File: config.mk
export PLATFORM = sky130hd
export DESIGN_NAME = eeprom_ctrl
export DESIGN_NICKNAME = d
export VERILOG_FILES = /design/src/rtl/eeprom_pkg.sv /design/src/rtl/eeprom_ctrl.sv
export SDC_FILE = /design/constraint.sdc
export NUM_CORES = 1
export LEC_CHECK = 0
export CAP_MARGIN = 20
export CORE_MARGIN = 2
export CORE_UTILIZATION = 30
export CTS_CLUSTER_SIZE = 10
export DETAILED_ROUTE_END_ITERATION = 6
export SLEW_MARGIN = 20
export SYNTH_ARGS = -nofsm -noshare
export SYNTH_HDL_FRONTEND = slang
export SYNTH_SLANG_ARGS = --single-unit
File: constraint.sdc
create_clock -name clk -period 1.6 [get_ports clk]
set_clock_uncertainty 0.2 [all_clocks]
set_input_delay 0.32 -clock clk [delete_from_list [all_inputs] [get_ports clk]]
set_output_delay 0.32 -clock clk [all_outputs]
set_load 0.02 [all_outputs]
File: src/rtl/eeprom_pkg.sv
// Shared types and defaults for the EEPROM request sequencer.
package eeprom_pkg;

    localparam int ADDR_W_DEF = 4;
    localparam int DATA_W_DEF = 16;

    typedef enum logic [2:0] {
        IDLE   = 3'd0,
        ERASE  = 3'd1,
        WRITE  = 3'd2,
        READ   = 3'd3,
        VERIFY = 3'd4,
        RESP   = 3'd5
    } state_t;

    typedef struct packed {
        logic                  write;
        logic [ADDR_W_DEF-1:0] addr;
        logic [DATA_W_DEF-1:0] data;
    } req_t;

    function automatic int max3(input int a, input int b, input int c);
        int m;
        m = (a > b) ? a : b;
        return (m > c) ? m : c;
    endfunction

endpackage

File: src/rtl/eeprom_ctrl.sv
// Request sequencer for the 16x16 EEPROM macro: read, and program as erase+write.
// Define EEPROM_VERIFY_EN to add a readback-verify phase after every program.
module eeprom_ctrl
    import eeprom_pkg::*;
#(
    parameter int ADDR_W    = ADDR_W_DEF,
    parameter int DATA_W    = DATA_W_DEF,
    parameter int ERASE_CYC = 1,
    parameter int WRITE_CYC = 1,
    parameter int READ_LAT  = 1
) (
    input  logic              clk,
    input  logic              rst_n,
    input  logic              req_valid,
    output logic              req_ready,
    input  logic              req_write,
    input  logic [ADDR_W-1:0] req_addr,
    input  logic [DATA_W-1:0] req_data,
    output logic              rsp_valid,
    input  logic              rsp_ready,
    output logic [DATA_W-1:0] rsp_data,
    output logic              rsp_err,
    output logic [ADDR_W-1:0] ee_addr,
    output logic              ee_we,
    output logic              ee_erase,
    output logic [DATA_W-1:0] ee_data_in,
    input  logic [DATA_W-1:0] ee_data_out
);

    localparam int CNT_W = $clog2(max3(ERASE_CYC, WRITE_CYC, READ_LAT)) + 1;
    localparam logic [CNT_W-1:0] ERASE_LD = CNT_W'(ERASE_CYC - 1);
    localparam logic [CNT_W-1:0] WRITE_LD = CNT_W'(WRITE_CYC - 1);
    localparam logic [CNT_W-1:0] READ_LD  = CNT_W'(READ_LAT - 1);

    state_t           state;
    logic [CNT_W-1:0] cnt;
    req_t             req_q;

    // The latched address is the pin: it stays put from accept until the next accept.
    assign ee_addr = req_q.addr;

`ifndef EEPROM_VERIFY_EN
    assign rsp_err = 1'b0;
`endif

    // NOTE: every state and output flop updates with <= so all of them see the
    // same pre-edge values; mixing in blocking writes would make order matter.
    always_ff @(posedge clk or negedge rst_n) begin
        if (!rst_n) begin
            state      <= IDLE;
            cnt        <= '0;
            req_q      <= '0;
            req_ready  <= 1'b0;
            rsp_valid  <= 1'b0;
            rsp_data   <= '0;
            ee_we      <= 1'b0;
            ee_erase   <= 1'b0;
            ee_data_in <= '0;
`ifdef EEPROM_VERIFY_EN
            rsp_err    <= 1'b0;
`endif
        end else begin
            case (state)
                IDLE: begin
                    if (req_valid && req_ready) begin
                        req_q     <= '{write: req_write, addr: req_addr, data: req_data};
                        req_ready <= 1'b0;
                        if (req_write) begin
                            state    <= ERASE;
                            ee_erase <= 1'b1;
                            cnt      <= ERASE_LD;
                        end else begin
                            state <= READ;
                            cnt   <= READ_LD;
                        end
                    end else begin
                        req_ready <= 1'b1;
                    end
                end

                ERASE: begin
                    if (cnt == '0) begin
                        state      <= WRITE;
                        ee_erase   <= 1'b0;
                        ee_we      <= 1'b1;
                        ee_data_in <= req_q.data;
                        cnt        <= WRITE_LD;
                    end else begin
                        cnt <= cnt - 1'b1;
                    end
                end

`ifdef EEPROM_VERIFY_EN
                WRITE: begin
                    if (cnt == '0) begin
                        state <= VERIFY;
                        ee_we <= 1'b0;
                        cnt   <= READ_LD;
                    end else begin
                        cnt <= cnt - 1'b1;
                    end
                end

                // Only a program can reach VERIFY, so the write bit gates the compare.
                READ, VERIFY: begin
                    if (cnt == '0) begin
                        state     <= RESP;
                        rsp_valid <= 1'b1;
                        rsp_data  <= ee_data_out;
                        rsp_err   <= req_q.write && (ee_data_out != req_q.data);
                    end else begin
                        cnt <= cnt - 1'b1;
                    end
                end
`else
                // Program reports the data it wrote; read reports what the macro returns.
                WRITE, READ: begin
                    if (cnt == '0) begin
                        state     <= RESP;
                        ee_we     <= 1'b0;
                        rsp_valid <= 1'b1;
                        rsp_data  <= req_q.write ? req_q.data : ee_data_out;
                    end else begin
                        cnt <= cnt - 1'b1;
                    end
                end
`endif

                RESP: begin
                    if (rsp_ready) begin
                        state     <= IDLE;
                        rsp_valid <= 1'b0;
                        req_ready <= 1'b1;
                    end
                end

                default: begin
                    state    <= IDLE;
                    ee_we    <= 1'b0;
                    ee_erase <= 1'b0;
                end
            endcase
        end
    end

endmodule

==> key figures, run 1 <==
Timing
  • Tmin final: 1560 ps
  • Slew Viols, Final: 0
  • Final setup violation count: 0
  • Max frequency: 641.1 MHz
  • Final TNS setup: 0 ps
  • Fin crit share: 0.9749
  • Fin. Hold Viols: 0

Job
  • Max cap viols: 0

Critical path
  • CP Max Fanout: 7
  • Crit path launch type: register
  • Critical path capture point type: register
  • Worst-path cell chain: and3b_2 > nand2_8 > clkbuf_16 > mux2_4
  • Worst EP arrival: 1570 ps
  • Kind of critical path: register to register
  • Critical path's slowest cell: dfrtp_1
  • Critical Path Max Stage Delay: 410 ps
  • Worst path required time: 1610 ps

Cells and area
  • Ratio of cells with drive above 1 in the final layout: 0.2604
  • # fillers: 838
  • Register area: 1503 µm²
  • Antenna cells: 0
  • Synth-to-Final Area Change: 46.52%
  • Fin util: 0.4448
  • Nets@finish: 325
  • Area occupied by multi-input gates: 983.4 µm²

Synthesis
  • Most area-hungry cell type in the Yosys netlist: dfrtp_1
  • Number of synthesis warnings: 0
  • Count leader, synth: dfrtp_1
  • Most frequent cells after synthesis: dfrtp_1 (60), mux2_4 (19), nand2_1 (19), o21ai_0 (18), mux2_2 (17)
  • Ys flop type: dfrtp_1
  • Yosys reg bits: 60
  • Cell variety after synth: 30
  • Syn Nets: 229
  • Top-area cell type share of the netlist area: 0.5755
  • Post-Synthesis Cells: 188
  • Top post-synthesis cells by area: dfrtp_1 (58%), mux2_4 (11%), mux2_2 (7.3%)
  • Post-synth EDFFs: 0
  • Async set or reset register ratio after synthesis: 1.000
  • Cell Area, Synth: 2609 µm²
  • Post-synthesis sequential area ratio: 0.5755
  • Avg Cell Area, Syn: 13.88 µm²

Routing
  • Drt via density: 4.399
  • Starting DRC count in detailed routing: 38
  • Vias: 1742
  • Routed WL per cell: 14.67 µm
  • WL final: 5.809 mm
  • DRC: 0
  • Detail Route Antenna Nets: 0
  • Detailed Routing Iterations Pass 1: 4

Status
  • Status: finished, final reports clean

GRT
  • Gr usage total: 0.1283
  • Met3 usage: 0.02878
  • Largest net degree at the start of global routing: 61
  • Met1 Resource Use GR: 0.1555
  • Grt met2 use: 0.2137
  • First-pass GRT wire length: 9.439 mm
  • Grt ovf: 0
  • Most Crowded Layer GR: met2
  • Vias in the first global route: 1857
  • Initial antenna violation count: 0

Power
  • Pleak: 1.833 nW
  • P per Cell Area: 2067 nW/µm²
  • Peak supply drop: 0.7844 mV

Clocking
  • Max clock buf depth: 2
  • Clk root buf: clkbuf_8
  • CTS Sinks: 60
  • Clock transition at the registers of the reported paths: 60 ps
  • TritonCTS clock tree: yes
  • Clk_lat worst skew: 320 ps
  • H-Tree Depth: 3
  • CTS Buf Count: 9

Floorplanning
  • DIE AREA: 9458 µm²
  • Initial Util: 0.3036
  • Die height: 97.25 µm
  • # rows: 34
  • Die X-Extent: 97.25 µm
  • Io pins: 82
  • Core Box Area: 8593 µm²

Placement
  • Final HPWL DP: 4.067 mm
  • Port Buf Inserts: 80
  • RePlAce Congestion: 0.7208

Hold path
  • Worst min-delay path class: primary input to register
[worst paths after layout]
path	from	endpoint	slack, ps	cells past startpoint
worst max-delay path	req_ready	ee_addr[3]	40	4
worst min-delay path	req_valid	state[1]	220	3
worst max register to register	req_ready	ee_addr[3]	40	4
worst min register to register	rsp_data[13]	rsp_data[13]	270	2
max in group asynchronous	rst_n	state[2]	590	3
min in group asynchronous	rst_n	ee_addr[0]	330	3
[per-layer routing]
layer / part of all wire / up-vias
met3: 0.038 / 8
met1: 0.44 / 860
met4: 0.018 / 0
met2: 0.50 / 41
met5: 0 / -
li1: - / 833
[area by class of cell]
cell class                 instances  area share
sequential                        60      0.3931
timing repair buffer             100      0.2632
multi-input combinational        110      0.2573
clock buffer                      13     0.03895
tap                              108     0.03535
clock inverter                     2    0.009165
inverter                           3    0.002946
[cells by family (layout without fill, tap and decap cells)]
family                 count (synthesis)  after routing  synth area share
AO/OA/AOI/OAI                         25             25           0.05372
XOR/XNOR                               1              1          0.003358
buffers and inverters                 18            118           0.05227
flip-flops                            60             60            0.5755
multiplexers                          53             53            0.2484
other                                  1              1          0.001437
AND/OR/NAND/NOR                       30             30           0.06523
[worst max-delay path: cells and delay by family (launching register included)]
kind,cells,cell delay (ps)
multiplexers,1,290
buffers and inverters,1,160
AND/OR/NAND/NOR,2,390
flip-flops,1,410
[cell usage in the layout, fill, tap and decap left out, types with 2 or more instances in the layout]
cell type / instances
a21oi_1: 2
a31oi_1: 2
buf_12: 5
buf_4: 12
clkbuf_1: 3
clkbuf_16: 2
clkbuf_8: 10
clkdlybuf4s15_1: 6
clkdlybuf4s50_1: 38
dfrtp_1: 59
dlygate4sd2_1: 34
inv_1: 3
mux2_2: 16
mux2_4: 20
mux2i_1: 16
nand2_1: 19
nand3_1: 2
o21ai_0: 18
[state kept, by name, indices dropped and copies added, names as in the netlist]
name and count:
state 3, req_q 17, req_ready 1, rsp_valid 1
ee_erase 1, rsp_data 16, ee_we 1, ee_data_in 16
ee_addr 4
[report_power, final]
part	total (mW)	switching, mW	internal [mW]
clock network	1.30	0.549	0.753
registers	2.76	0.475	2.29
logic	3.83	1.79	2.05
[stage by stage]
| stage | total power, mW | hold WS, ps | setup WS [ps] | area [µm²] | cells |
|---|---|---|---|---|---|
| floorplan | 5.243 | -175.6 | -6.995 | 2613 | 188 |
| global placement | 6.835 | 152.2 | -324.6 | 3597 | 377 |
| detailed placement | 6.923 | 157.9 | -331.7 | 3597 | 377 |
| CTS | 7.888 | 280.9 | 1.543 | 3741 | 393 |
| global route | 8.413 | 244.6 | -2.055 | 3822 | 396 |
| finish | 7.900 | 219.8 | 40.15 | 3822 | 396 |
[timing repair]
action / in CTS / in global routing
gates cloned: 0 / 2
resized for setup: 40 / 10
setup endpoints to repair: 40 / 21
pin swaps: 0 / 2
setup buffers: 0 / 1
hold endpoints to repair: 60 / 0
hold buffers: 1 / 0
No activity file was read; power rests on OpenSTA's default activity.
==> inputs of run 2 (changes only) <==
- MAX_ROUTING_LAYER: default -> met4
==> run 2 against run 1 <==
Against the previous run:
- utilization shrank 0.68 points
- non-clock buffer count shrank 2
- design area shrank 1.5%
- flip-flop and latch count is the same
- hold slack gained 54 ps
- via count shrank 0.52%
- fmax shrank 1.3%
- final cell count shrank 0.51%
- critical path depth grew 1
- first-iteration DRC count shrank 37%
- global-route usage grew 0.41 points
- combinational power shrank 3%
- critical path type is now primary input to register
==> key figures, run 2 (same netlist as run 1, synthesis figures left out) <==
Status
  • Status: finished, final reports clean

Floorplanning
  • Io pins: 82
  • Initial Util: 0.3036
  • DIE AREA: 9458 µm²
  • # rows: 34
  • Die height: 97.25 µm
  • Die X-Extent: 97.25 µm
  • Core Box Area: 8593 µm²

Cells and area
  • Most common cell after layout, fill and taps aside: dfrtp_1
  • Highest-count cells in the layout ignoring fill and taps: dfrtp_1 (60), clkdlybuf4s50_1 (39), dlygate4sd2_1 (28), mux2_4 (19), nand2_1 (19)
  • Max FFs per register: 17
  • Largest Register: req_q
  • Largest regs: req_q: 17 flops, ee_data_in: 16 flops, rsp_data: 16 flops
  • Ratio of cells with drive above 1 in the final layout: 0.2517
  • Nets@finish: 323
  • Synth-to-Final Area Change: 44.27%
  • Antenna cells: 0
  • Post-Layout Cell Count: 394
  • Fin util: 0.4380

Routing
  • Detail Route Antenna Nets: 0
  • Routed WL per cell: 14.43 µm
  • Starting DRC count in detailed routing: 24
  • DRC: 0
  • WL final: 5.687 mm
  • Detailed Routing Iterations Pass 1: 4
  • Vias: 1733
  • Drt via density: 4.398

Placement
  • Port Buf Inserts: 80
  • Final HPWL DP: 4.067 mm
  • Placed cell count: 377
  • RePlAce Congestion: 0.7293

GRT
  • Largest net degree at the start of global routing: 61
  • Most Crowded Layer GR: met2
  • Met3 usage: 0.03597
  • Met1 Resource Use GR: 0.1565
  • First-pass GRT wire length: 9.439 mm
  • Grt met2 use: 0.2137
  • Initial antenna violation count: 0
  • Grt ovf: 0
  • Gr usage total: 0.1325
  • Vias in the first global route: 1864

Timing
  • Fin crit share: 0.9881
  • Final setup violation count: 0
  • Tmin final: 1581 ps
  • Max frequency: 632.6 MHz
  • RSZ-0062 raised after global routing: yes
  • Fin. Hold Viols: 0
  • Slew Viols, Final: 0

Critical path
  • CP Max Fanout: 9
  • FF-to-FF setup slack: 50 ps
  • Top delay family on crit path: buffers and inverters
  • Worst path required time: 1610 ps
  • Critical path capture point type: register
  • Critical Path Max Stage Delay: 420 ps
  • Crit path launch type: primary input
  • Worst-path cell chain: clkdlybuf4s50_1 > and3b_2 > nand2_4 > buf_12 > mux2_2
  • CP Buf/Inv Count: 2
  • Critical path's slowest cell: clkdlybuf4s50_1
  • Kind of critical path: primary input to register
  • Worst EP arrival: 1590 ps

Clocking
  • Max clock buf depth: 2
  • CTS Buf Count: 9
  • Clock transition at the registers of the reported paths: 60 ps
  • Clk_lat worst skew: 330 ps
  • TritonCTS clock tree: yes
  • H-Tree Depth: 3
  • CTS Sinks: 60
  • Clk root buf: clkbuf_8

Power
  • Peak supply drop: 0.7840 mV
  • P per Cell Area: 2074 nW/µm²
  • Pleak: 1.789 nW

Hold path
  • Worst min-delay path class: register to register

Job
  • Max cap viols: 0
==> run 2: cell count changes in the layout (fill, tap and decap cells not counted), sizes merged <==
cell	change
dlymetal6s2s	-1
clkbuf	-2
clkdlybuf4s15	+6
clkdlybuf4s50	+1
dlygate4sd2	-6
==> run 2: layer usage <==
metal	share of wire	wire length, µm	up-vias
met5	0	0	-
met4	0.011	61	0
met3	0.039	223	4
met2	0.51	2875	44
met1	0.44	2526	857
li1	-	-	828
==> run 2: cell type report <==
type / count / area [µm²]
Fill cell: 836 / 4830
Sequential cell: 60 / 1501
Clock buffer: 13 / 148.9
Multi-Input combinational cell: 110 / 970.9
Tap cell: 108 / 135.1
Clock inverter: 2 / 35.03
Timing Repair Buffer: 98 / 960.9
Inverter: 3 / 11.26
==> run 2: tightest hold or removal path: cells and delay by family, from the launching register on <==
family,cells,cell delay (ps)
AND/OR/NAND/NOR,1,40
AO/OA/AOI/OAI,1,60
flip-flops,1,340
==> run 2: report_power, final <==
part	internal, mW	switching (mW)	total, mW
Combinational	1.98	1.75	3.73
Sequential	2.29	0.478	2.76
Clock	0.753	0.554	1.31
Total	5.02	2.79	7.80
==> run 2: final timing paths <==
check	start	to	depth (start not counted)
worst min register to register	rsp_data[3]	rsp_data[3]	2
min in group asynchronous	rst_n	rsp_data[2]	3
worst max-delay path	req_valid	req_q[5]	5
max in group asynchronous	rst_n	req_q[9]	3
worst min-delay path	rsp_data[3]	rsp_data[3]	2
worst max register to register	req_ready	req_q[5]	4
==> run 2: repair_timing <==
| item | in CTS | in global routing |
|---|---|---|
| buffers inserted | 0 | 1 |
| hold endpoints to repair | 60 | 0 |
| resized for setup | 40 | 12 |
| pin swaps | 0 | 1 |
| endpoints found under the setup margin | 40 | 21 |
| hold buffers | 1 | 0 |
==> run 2: per-stage QoR <==
| step | setup TNS [ps] | setup slack [ps] | area [µm²] | hold WS, ps | power (mW) |
|---|---|---|---|---|---|
| floorplan | -62.95 | -6.995 | 2613 | -175.6 | 5.243 |
| global placement | -6229 | -324.6 | 3597 | 152.2 | 6.835 |
| detailed placement | -6416 | -331.7 | 3597 | 157.9 | 6.923 |
| CTS | 0 | 1.543 | 3741 | 280.9 | 7.888 |
| global route | -15.23 | -15.23 | 3764 | 300.7 | 8.309 |
| finish | 0 | 19.11 | 3764 | 274.3 | 7.805 |
==> inputs of run 3 (changes only) <==
- CORE_UTILIZATION: 30 -> 42
- PLACE_DENSITY: default -> 0.76
==> run 3 against run 2 <==
Against the previous run:
- design area fell by 0.53%
- fmax is 0.23% lower
- sequential power about the same
- non-clock buffer count did not move
- via count is 2.1% higher
- global-route usage rose by 4.3 points
- highest routed layer unchanged
==> key figures, run 3 (same netlist as run 1, synthesis figures left out) <==
Cells and area
  • Max FFs per register: 17
  • Area occupied by multi-input gates: 970.9 µm²
  • Synth-to-Final Area Change: 43.50%
  • Antenna cells: 0
  • Most common cell after layout, fill and taps aside: dfrtp_1
  • Nets@finish: 323
  • Largest Register: req_q
  • Ratio of cells with drive above 1 in the final layout: 0.2613
  • Largest regs: req_q: 17 flops, ee_data_in: 16 flops, rsp_data: 16 flops
  • # fillers: 513
  • Register area: 1501 µm²
  • Highest-count cells in the layout ignoring fill and taps: dfrtp_1 (60), clkdlybuf4s50_1 (39), dlygate4sd2_1 (30), mux2_4 (19), nand2_1 (19)

Timing
  • Max frequency: 631.1 MHz
  • Final setup violation count: 0
  • Slew Viols, Final: 0
  • Fin crit share: 0.9904
  • Fin. Hold Viols: 0
  • Final TNS setup: 0 ps
  • Final worst slack: 15.43 ps
  • Tmin final: 1585 ps

Critical path
  • Worst EP arrival: 1060 ps
  • Crit path launch type: register
  • Kind of critical path: register to output port
  • Critical Path Max Stage Delay: 410 ps
  • CP Buf/Inv Count: 1
  • Worst-path cell chain: clkdlybuf4s15_1
  • Top delay family on crit path: flip-flops
  • Critical path's slowest cell: dfrtp_1
  • Critical path capture point type: output port
  • Worst path required time: 1080 ps
  • CP Max Fanout: 4

Clocking
  • Max clock buf depth: 2
  • CTS Sinks: 60
  • H-Tree Depth: 3
  • Clk root buf: clkbuf_8
  • Clk_lat worst skew: 340 ps
  • TritonCTS clock tree: yes
  • CTS Buf Count: 9
  • Clock transition at the registers of the reported paths: 70 ps

Placement
  • Port Buf Inserts: 80
  • RePlAce Congestion: 0.7303
  • Final HPWL DP: 3.894 mm
  • Pre-CTS WS: -329.6 ps

GRT
  • Gr usage total: 0.1756
  • Largest net degree at the start of global routing: 61
  • Initial antenna violation count: 0
  • First-pass GRT wire length: 9.108 mm
  • Vias in the first global route: 1839
  • Grt ovf: 0

Power
  • Net Sw Frac: 0.3531
  • Internal power: 5.141 mW
  • Clock network fraction of total power: 0.187
  • Net Sw Power: 2.806 mW
  • Pleak: 1.811 nW
  • Power, Total: 7.948 mW
  • Reg power frac: 0.348
  • P per Cell Area: 2123 nW/µm²
  • Peak supply drop: 1.060 mV
  • Logic pwr share: 0.465

Routing
  • Detailed Routing Iterations Pass 1: 4
  • Starting DRC count in detailed routing: 59
  • Detail Route Antenna Nets: 0
  • DRC: 0
  • Routed WL per cell: 15.16 µm
  • Drt via density: 4.890
  • Vias: 1770
  • WL final: 5.488 mm

Floorplanning
  • Core Box Area: 5956 µm²
  • DIE AREA: 6858 µm²
  • Io pins: 82
  • Initial Util: 0.4380
  • Die X-Extent: 82.81 µm
  • # rows: 28
  • Die height: 82.81 µm

Status
  • Status: finished, final reports clean

Job
  • Max cap viols: 0

Hold path
  • Worst min-delay path class: register to register
run 3: area by class of cell:
| cell class | instances | share of cell area |
|---|---|---|
| Sequential cell | 60 | 0.4011 |
| Multi-Input combinational cell | 110 | 0.2594 |
| Clock inverter | 5 | 0.02005 |
| Inverter | 3 | 0.003008 |
| Timing Repair Buffer | 98 | 0.2537 |
| Tap cell | 75 | 0.02507 |
| Clock buffer | 11 | 0.03777 |
run 3: path summary, 6_finish.rpt:
| check | startpoint | endpoint | slack, ps | cells after the start |
|---|---|---|---|---|
| max | req_ready | req_ready | 20 | 1 |
| min | rsp_data[3] | rsp_data[3] | 270 | 2 |
| max reg2reg | req_ready | req_q[4] | 20 | 4 |
| min reg2reg | rsp_data[3] | rsp_data[3] | 270 | 2 |
| max in group asynchronous | rst_n | ee_addr[0] | 610 | 3 |
| min in group asynchronous | rst_n | rsp_data[2] | 310 | 3 |
run 3: through the flow:
step | util | std cells | area [µm²] | hold WS (ps)
finish | 0.6286 | 362 | 3744 | 271.8
global route | 0.6286 | 362 | 3744 | 313.7
CTS | 0.6235 | 360 | 3714 | 280.2
detailed placement | 0.5937 | 343 | 3536 | 150.0
global placement | 0.5937 | 343 | 3536 | 148.2
floorplan | - | 188 | 2613 | -175.6
run 3: timing repair:
| item | in CTS | in global routing |
|---|---|---|
| pin swaps | 0 | 2 |
| resized for setup | 41 | 10 |
| hold buffers | 1 | 0 |
| endpoints found under the hold margin | 60 | 0 |
| setup endpoints to repair | 40 | 17 |
| buffers inserted | 0 | 2 |
run 3: power groups by stage:
stage	logic [mW]	clock network [mW]	registers, mW
2_1_floorplan	2.02	0	3.22
3_3_place_gp	3.94	0	2.79
3_5_place_dp	4.04	0	2.80
4_1_cts	3.70	1.51	2.77
5_1_grt	3.96	1.60	2.88
6_report	3.70	1.49	2.76
run 3: routing by layer:
layer,global-route usage,wire (µm)
met1,0.2181,2428
met3,0.04473,303
met5,-,0
met4,0.08197,110
met2,0.2705,2645
